**src/rtl/fft_pkg.sv**
```systemverilog
// Shared definitions for the SDF FFT stages: twiddle tables (Q1.15, largest
// supported FFT size), clog2, and the rounding and narrowing helpers.
package fft_pkg;

    localparam int MAX_N      = 16;
    localparam int TW_ENTRIES = MAX_N / 2;
    localparam int TW_IDX_W   = 3;

    // W^k = cos(2*pi*k/MAX_N) - j*sin(2*pi*k/MAX_N); the imaginary table holds -sin.
    localparam logic signed [15:0] TW_COS [TW_ENTRIES] = '{
        16'sd32767, 16'sd30274, 16'sd23170, 16'sd12540,
        16'sd0, -16'sd12540, -16'sd23170, -16'sd30274
    };
    localparam logic signed [15:0] TW_NSIN [TW_ENTRIES] = '{
        16'sd0, -16'sd12540, -16'sd23170, -16'sd30274,
        -16'sd32767, -16'sd30274, -16'sd23170, -16'sd12540
    };

    function automatic int clog2(input int v);
        int r;
        r = 0;
        while ((32'sd1 << r) < v) begin
            r = r + 1;
        end
        return r;
    endfunction

    function automatic logic signed [15:0] tw_re(input int k);
        return TW_COS[k[TW_IDX_W-1:0]];
    endfunction

    function automatic logic signed [15:0] tw_im(input int k);
        return TW_NSIN[k[TW_IDX_W-1:0]];
    endfunction

    // Divide by two, rounding half up.
    function automatic logic signed [63:0] round_half(input logic signed [63:0] v);
        return (v + 64'sd1) >>> 1;
    endfunction

    // Narrow to w bits: clip flags any lost significant bit; with sat set the
    // value is clamped, otherwise the caller's truncation wraps it.
    function automatic logic signed [63:0] narrow(input logic signed [63:0] v, input int w,
                                                  input logic sat, output logic clip);
        logic signed [63:0] hi;
        logic signed [63:0] lo;
        hi   = (64'sd1 <<< (w - 1)) - 64'sd1;
        lo   = -(64'sd1 <<< (w - 1));
        clip = (v > hi) || (v < lo);
        if (sat && (v > hi)) begin
            return hi;
        end else if (sat && (v < lo)) begin
            return lo;
        end else begin
            return v;
        end
    endfunction

endpackage

```
**src/rtl/fft_sdf_cmul.sv**
```systemverilog
// Combinational complex multiply with round-half-up back to the data scale
// (twiddle is Q1.(TW-1)); output carries two guard bits above AW.
module fft_sdf_cmul #(
    parameter int AW = 17,
    parameter int TW = 16
) (
    input  logic signed [AW-1:0] a_r,
    input  logic signed [AW-1:0] a_i,
    input  logic signed [TW-1:0] w_r,
    input  logic signed [TW-1:0] w_i,
    output logic signed [AW+1:0] p_r,
    output logic signed [AW+1:0] p_i
);
    localparam int PW = AW + TW;
    localparam logic signed [PW:0] RND = {{PW{1'b0}}, 1'b1} << (TW - 2);

    logic signed [PW-1:0] rr, ii, ri, ir;
    logic signed [PW:0]   acc_r, acc_i;

    // Four partial products, combine, round, rescale.
    always_comb begin
        rr    = PW'(a_r) * PW'(w_r);
        ii    = PW'(a_i) * PW'(w_i);
        ri    = PW'(a_r) * PW'(w_i);
        ir    = PW'(a_i) * PW'(w_r);
        acc_r = (PW+1)'(rr) - (PW+1)'(ii) + RND;
        acc_i = (PW+1)'(ri) + (PW+1)'(ir) + RND;
        p_r   = (AW+2)'(acc_r >>> (TW - 1));
        p_i   = (AW+2)'(acc_i >>> (TW - 1));
    end

endmodule

```
**src/rtl/fft_sdf_stage.sv**
```systemverilog
// Radix-2 DIF single-path delay-feedback FFT stage, one sample per clock.
// Define FFT_SDF_SAT_EN to saturate instead of wrap when narrowing.
module fft_sdf_stage
    import fft_pkg::*;
#(
    parameter int WIDTH    = 16,
    parameter int TW_WIDTH = 16,
    parameter int N        = 8,
    parameter int STAGE    = 0,
    parameter int SCALE    = 1
) (
    input  logic                    clk,
    input  logic                    rst,
    input  logic                    in_valid,
    input  logic                    in_sop,
    input  logic signed [WIDTH-1:0] in_r,
    input  logic signed [WIDTH-1:0] in_i,
    output logic                    out_valid,
    output logic                    out_sop,
    output logic signed [WIDTH-1:0] out_r,
    output logic signed [WIDTH-1:0] out_i,
    output logic                    ovf
);
    localparam int D       = N >> (STAGE + 1);
    localparam int CW      = (clog2(2 * D) < 1) ? 1 : clog2(2 * D);
    localparam int TW_STEP = MAX_N / N;
    localparam int TW_SHL  = (TW_WIDTH > 16) ? (TW_WIDTH - 16) : 0;
    localparam int TW_SHR  = (TW_WIDTH < 16) ? (16 - TW_WIDTH) : 0;
`ifdef FFT_SDF_SAT_EN
    localparam logic SAT = 1'b1;
`else
    localparam logic SAT = 1'b0;
`endif

    logic [CW-1:0]           cnt_q, cnt_d, prime_q, prime_d, cnt_cur;
    logic                    sop_blk_q, sop_blk_d;
    logic                    out_valid_q, out_valid_d, out_sop_q, out_sop_d, ovf_q, ovf_d;
    logic signed [WIDTH-1:0] out_r_q, out_r_d, out_i_q, out_i_d;
    logic signed [WIDTH-1:0] buf_r_q [D];
    logic signed [WIDTH-1:0] buf_r_d [D];
    logic signed [WIDTH-1:0] buf_i_q [D];
    logic signed [WIDTH-1:0] buf_i_d [D];

    logic                    bfly;
    int                      kidx;
    logic signed [WIDTH:0]   sum_raw_r, sum_raw_i, dif_raw_r, dif_raw_i;
    logic signed [WIDTH:0]   sum_r, sum_i, dif_r, dif_i;
    logic signed [TW_WIDTH-1:0] w_r, w_i;
    logic signed [WIDTH+2:0] prod_r, prod_i;
    logic signed [63:0]      a_r64, a_i64, b_r64, b_i64;
    logic                    clip_ar, clip_ai, clip_br, clip_bi;

    fft_sdf_cmul #(.AW(WIDTH + 1), .TW(TW_WIDTH)) u_cmul (
        .a_r (dif_r),
        .a_i (dif_i),
        .w_r (w_r),
        .w_i (w_i),
        .p_r (prod_r),
        .p_i (prod_i)
    );

    // Butterfly datapath: phase, twiddle selection, sum and difference.
    always_comb begin
        cnt_cur   = (in_valid && in_sop) ? '0 : cnt_q;
        bfly      = (cnt_cur >= CW'(D));
        kidx      = bfly ? (((int'(cnt_cur) - D) << STAGE) * TW_STEP) : 0;
        w_r       = TW_WIDTH'((64'(tw_re(kidx)) <<< TW_SHL) >>> TW_SHR);
        w_i       = TW_WIDTH'((64'(tw_im(kidx)) <<< TW_SHL) >>> TW_SHR);
        sum_raw_r = (WIDTH+1)'(buf_r_q[D-1]) + (WIDTH+1)'(in_r);
        sum_raw_i = (WIDTH+1)'(buf_i_q[D-1]) + (WIDTH+1)'(in_i);
        dif_raw_r = (WIDTH+1)'(buf_r_q[D-1]) - (WIDTH+1)'(in_r);
        dif_raw_i = (WIDTH+1)'(buf_i_q[D-1]) - (WIDTH+1)'(in_i);
        sum_r = (SCALE != 0) ? (WIDTH+1)'(round_half(64'(sum_raw_r))) : sum_raw_r;
        sum_i = (SCALE != 0) ? (WIDTH+1)'(round_half(64'(sum_raw_i))) : sum_raw_i;
        dif_r = (SCALE != 0) ? (WIDTH+1)'(round_half(64'(dif_raw_r))) : dif_raw_r;
        dif_i = (SCALE != 0) ? (WIDTH+1)'(round_half(64'(dif_raw_i))) : dif_raw_i;
    end

    // Next-state: counters, delay line, registered output and sticky overflow.
    always_comb begin
        cnt_d       = cnt_q;
        prime_d     = prime_q;
        sop_blk_d   = sop_blk_q;
        out_valid_d = 1'b0;
        out_sop_d   = 1'b0;
        out_r_d     = out_r_q;
        out_i_d     = out_i_q;
        ovf_d       = ovf_q;
        buf_r_d     = buf_r_q;
        buf_i_d     = buf_i_q;
        a_r64 = narrow(64'(sum_r), WIDTH, SAT, clip_ar);
        a_i64 = narrow(64'(sum_i), WIDTH, SAT, clip_ai);
        b_r64 = narrow(64'(prod_r), WIDTH, SAT, clip_br);
        b_i64 = narrow(64'(prod_i), WIDTH, SAT, clip_bi);
        if (in_valid) begin
            cnt_d       = cnt_cur + CW'(1);
            prime_d     = (prime_q == CW'(D)) ? prime_q : prime_q + CW'(1);
            sop_blk_d   = (cnt_cur == '0) ? in_sop : sop_blk_q;
            out_valid_d = (prime_q == CW'(D));
            out_sop_d   = (prime_q == CW'(D)) && (cnt_cur == CW'(D)) && sop_blk_q;
            for (int i = 1; i < D; i++) begin
                buf_r_d[i] = buf_r_q[i-1];
                buf_i_d[i] = buf_i_q[i-1];
            end
            if (bfly) begin
                out_r_d    = WIDTH'(a_r64);
                out_i_d    = WIDTH'(a_i64);
                buf_r_d[0] = WIDTH'(b_r64);
                buf_i_d[0] = WIDTH'(b_i64);
                ovf_d      = ovf_q | clip_ar | clip_ai | clip_br | clip_bi;
            end else begin
                // Drain the previous block's twiddled differences while filling.
                out_r_d    = buf_r_q[D-1];
                out_i_d    = buf_i_q[D-1];
                buf_r_d[0] = in_r;
                buf_i_d[0] = in_i;
            end
        end else begin
            out_valid_d = 1'b0;
        end
    end

    // State registers with synchronous reset.
    always_ff @(posedge clk) begin
        if (rst) begin
            cnt_q       <= '0;
            prime_q     <= '0;
            sop_blk_q   <= 1'b0;
            out_valid_q <= 1'b0;
            out_sop_q   <= 1'b0;
            out_r_q     <= '0;
            out_i_q     <= '0;
            ovf_q       <= 1'b0;
            for (int i = 0; i < D; i++) begin
                buf_r_q[i] <= '0;
                buf_i_q[i] <= '0;
            end
        end else begin
            cnt_q       <= cnt_d;
            prime_q     <= prime_d;
            sop_blk_q   <= sop_blk_d;
            out_valid_q <= out_valid_d;
            out_sop_q   <= out_sop_d;
            out_r_q     <= out_r_d;
            out_i_q     <= out_i_d;
            ovf_q       <= ovf_d;
            buf_r_q     <= buf_r_d;
            buf_i_q     <= buf_i_d;
        end
    end

    assign out_valid = out_valid_q;
    assign out_sop   = out_sop_q;
    assign out_r     = out_r_q;
    assign out_i     = out_i_q;
    assign ovf       = ovf_q;

endmodule
```
**config.mk**
```make
export PLATFORM = sky130hd
export DESIGN_NAME = fft_sdf_stage
export DESIGN_NICKNAME = d
export VERILOG_FILES = /design/src/rtl/fft_pkg.sv /design/src/rtl/fft_sdf_cmul.sv /design/src/rtl/fft_sdf_stage.sv
export SDC_FILE = /design/constraint.sdc
export NUM_CORES = 2
export LEC_CHECK = 0
export ABC_AREA = 0
export ABC_CLOCK_PERIOD_IN_PS = 17300
export CAP_MARGIN = 20
export CELL_PAD_IN_SITES_DETAIL_PLACEMENT = 1
export CELL_PAD_IN_SITES_GLOBAL_PLACEMENT = 1
export CORE_MARGIN = 2
export CORE_UTILIZATION = 52
export CTS_CLUSTER_SIZE = 16
export DETAILED_ROUTE_END_ITERATION = 10
export PLACE_DENSITY = 0.79
export RECOVER_POWER = 100
export SYNTH_ARGS = -nofsm -noshare
export SYNTH_HDL_FRONTEND = slang
export SYNTH_SLANG_ARGS = --single-unit
```
**constraint.sdc**
```tcl
create_clock -name clk -period 17.3 [get_ports clk]
set_clock_uncertainty 0.2 [all_clocks]
set_input_delay 3.46 -clock clk [delete_from_list [all_inputs] [get_ports clk]]
set_output_delay 3.46 -clock clk [all_outputs]
set_load 0.01 [all_outputs]
```
==> results.ini <==
[status]
status=complete, but fails checks
violations=capacitance limit, slew limit

[worst_setup_path]
r2r_start=buf_r_q[3]
crit_start=in_r[3]
crit_top_cell=fa_1
critical-path-max-stage-delay_ns=0.77
crit_type=input port to flip-flop
crit_path_end_kind=flip-flop
cp.required_ns=17.46
cpMaxStageDelayCell=clkbuf_1
cp_max_fo=8
worstPathArrival_ns=16.05
worst_r2r_path_depth=37
cp-start-kind=input port

[drt]
via_per_inst=5.40
vias=30000
drt_first_iter_violations=1503
drtPass1Iterations=5
ant_nets=0
drc_errors=0
postRouteWirelength_um=126000
wire_per_inst_um=22.7

[timing]
final-hold-violation-count=0
fmax_ghz=0.0629
worst_pin_slew_ns=3.77
slew-limit-headroom_pct=-151
fin_tns_setup_ns=0
rsz0062_at_grt=false
setup_viol_count_final=0
min_period_ns=15.89
holdWs_ns=0.270
finalCritPeriodShare_pct=91.9
slew_viol_final=173

[finish]
stdcell_area_mm2=0.0450
final_nets=5976
layout-drive-gt1-share_pct=2.89
instances_no_fill=5558
area_growth_syn_to_layout_pct=6.65
fillers=9166

[die]
die_h_um=289
die_w_um=289
rows=104
coreArea_mm2=0.0804
die-area_mm2=0.0835
start_util_pct=52.5
ioPinCount=71

[clock_tree]
cts_hold_buf=0
cts_sinks=170
htree_levels=4
cts_resized=0
root_buffer=clkbuf_16
cts_buffers=17
cts_setup_buffers=0
cts_tree=done
clk_path_buf_depth=2
clk_latency_ns=0.46
clk_pin_slew_ns=0.07

[worst_hold_path]
holdPathStages=2
worstHoldStart=out_r[14]
hold_class=flip-flop to flip-flop

[logic_synthesis]
syn-cell-area_mm2=0.0422
synth_nets=5916
async_reset_ff_share_pct=0
synth_edf_count=0
yosysSeqAreaShare_pct=8.06
yosysUniqueCellTypes=71
ys_ff_latch=170
synth_area_per_cell_um2=9.55
ys.flop_type=dfxtp_1
synth_cells=4421
ys_warn_count=0

[placement]
gp_congestion=0.964
io_buffers=70
placed_cells=5519
dp_hpwl_um=109000
dpl_cell_area_mm2=0.0444

[global_route]
grt_pass1_wl_um=197000
grt_start_max_net_pins=88
grt_overflow=0
antenna_found_initial=1
grt_use_total_pct=31.7
grt_pass1_vias=34800

[flow_run]
max_cap_viol_count=2

[layout by cell type (no fill, tap or decap), types with 5 or more instances in the layout]
cell             count
a211oi_1            19
a21o_1              24
a21oi_1             96
a311oi_1            22
a31oi_1             11
and2_1              20
and3_1               9
buf_4               64
clkbuf_1             5
clkbuf_16           17
clkdlybuf4s50_1     31
clkinv_2             5
dfxtp_1            170
dlygate4sd3_1       37
fa_1               941
ha_1               517
inv_1             1268
mux2i_1            118
nand2_1            203
nand2b_1            53
nand3_1             13
nand4_1              6
nor2_1             383
nor2b_1             20
nor3_1              36
nor4_1              14
o211ai_1             8
o21a_1              16
o21ai_0             78
o21bai_1            23
or2_2               11
or3_1               11
xnor2_1            101
xor2_1              54
[per-layer routing]
| metal | GRT usage [%] | part of all wire [%] | up-vias |
|---|---|---|---|
| li1 | - | - | 13300 |
| met3 | 5.26 | 5.7 | 269 |
| met4 | 13.0 | 4.7 | 0 |
| met2 | 55.3 | 50 | 779 |
| met1 | 38.9 | 39 | 15700 |
| met5 | 0 | 0 | - |
[per-stage QoR]
step / utilization [%] / setup slack [ns]
after floorplan: - / 3.57
after global placement: 55.2 / 2.01
after detailed placement: 55.2 / 1.44
after CTS: 55.9 / 1.88
after global routing: 56.0 / 0.747
final: 56.0 / 1.41
[sequential cells by signal, summed over array words and instances (netlist names), 3 cells and up]
register  cells
buf_i_q      64
buf_r_q      64
out_i        16
out_r        16
cnt_q         3
prime_q       3
[cell families after synthesis]
logic type / count (synthesis) / share of synthesized area (%)
adders and majority gates: 1460 / 60.0
xor gates and xnor gates: 162 / 3.41
muxes: 118 / 2.80
AOI/OAI and AO/OA: 343 / 5.28
buffers and inverters: 1372 / 12.2
and+or+nand+nor: 796 / 8.23
DFF: 170 / 8.06
[cell usage after synthesis (3+ instances only)]
master,n,area (um2)
o22ai_1,3,18.8
nand2b_1,53,332
o21bai_1,23,173
o21ai_0,76,380
nor2_1,383,1440
buf_1,18,67.6
and2_1,21,131
or2_2,11,68.8
o32ai_1,3,26.3
nand2_1,204,766
a21o_1,24,180
a21oi_1,97,485
nor2b_1,20,125
inv_1,1268,4760
and3_1,9,56.3
a211o_1,4,35.0
or3_1,11,68.8
o211ai_1,8,60.1
nor4_1,15,93.8
a221oi_1,3,26.3
fa_1,941,18800
nand3_1,13,65.1
mux2i_1,118,1180
a31oi_1,11,68.8
dfxtp_1,170,3400
xor2_1,55,482
ha_1,518,6480
a211oi_1,19,143
clkbuf_1,79,297
o21a_1,16,120
a311oi_1,22,193
nand4_1,6,37.5
nor3_1,36,180
o21ai_1,6,30.0
nand3b_1,4,30.0
xnor2_1,105,920
clkinv_1,4,15.0
[critical path: cells and delay by family]
family	cells	cell delay [ns]
buffers and inverters	8	1.84
muxes	1	0.17
adders and majority gates	11	5.20
xor gates and xnor gates	3	0.61
and+or+nand+nor	2	0.65
AOI/OAI and AO/OA	14	4.10
[final timing paths]
| path | end | slack (ns) |
|---|---|---|
| setup / recovery | ovf | 1.41 |
| hold / removal | out_r[14] | 0.27 |
| setup reg to reg | ovf | 4.75 |
| hold reg to reg | out_r[14] | 0.27 |
[final cells by class]
class,count,area (um2),share of cell area [%]
multi-input combinational,2879,33700,74.9
inverter,1274,4780,10.6
sequential,170,3400,7.56
tap,1060,1330,2.95
timing repair buffer,139,1230,2.73
clock buffer,19,443,0.984
clock inverter,13,115,0.256
antenna,4,10.0,0.0222
Power is not shown: default switching activity piles up to over one toggle a cycle in this logic, so the estimate is an artifact.
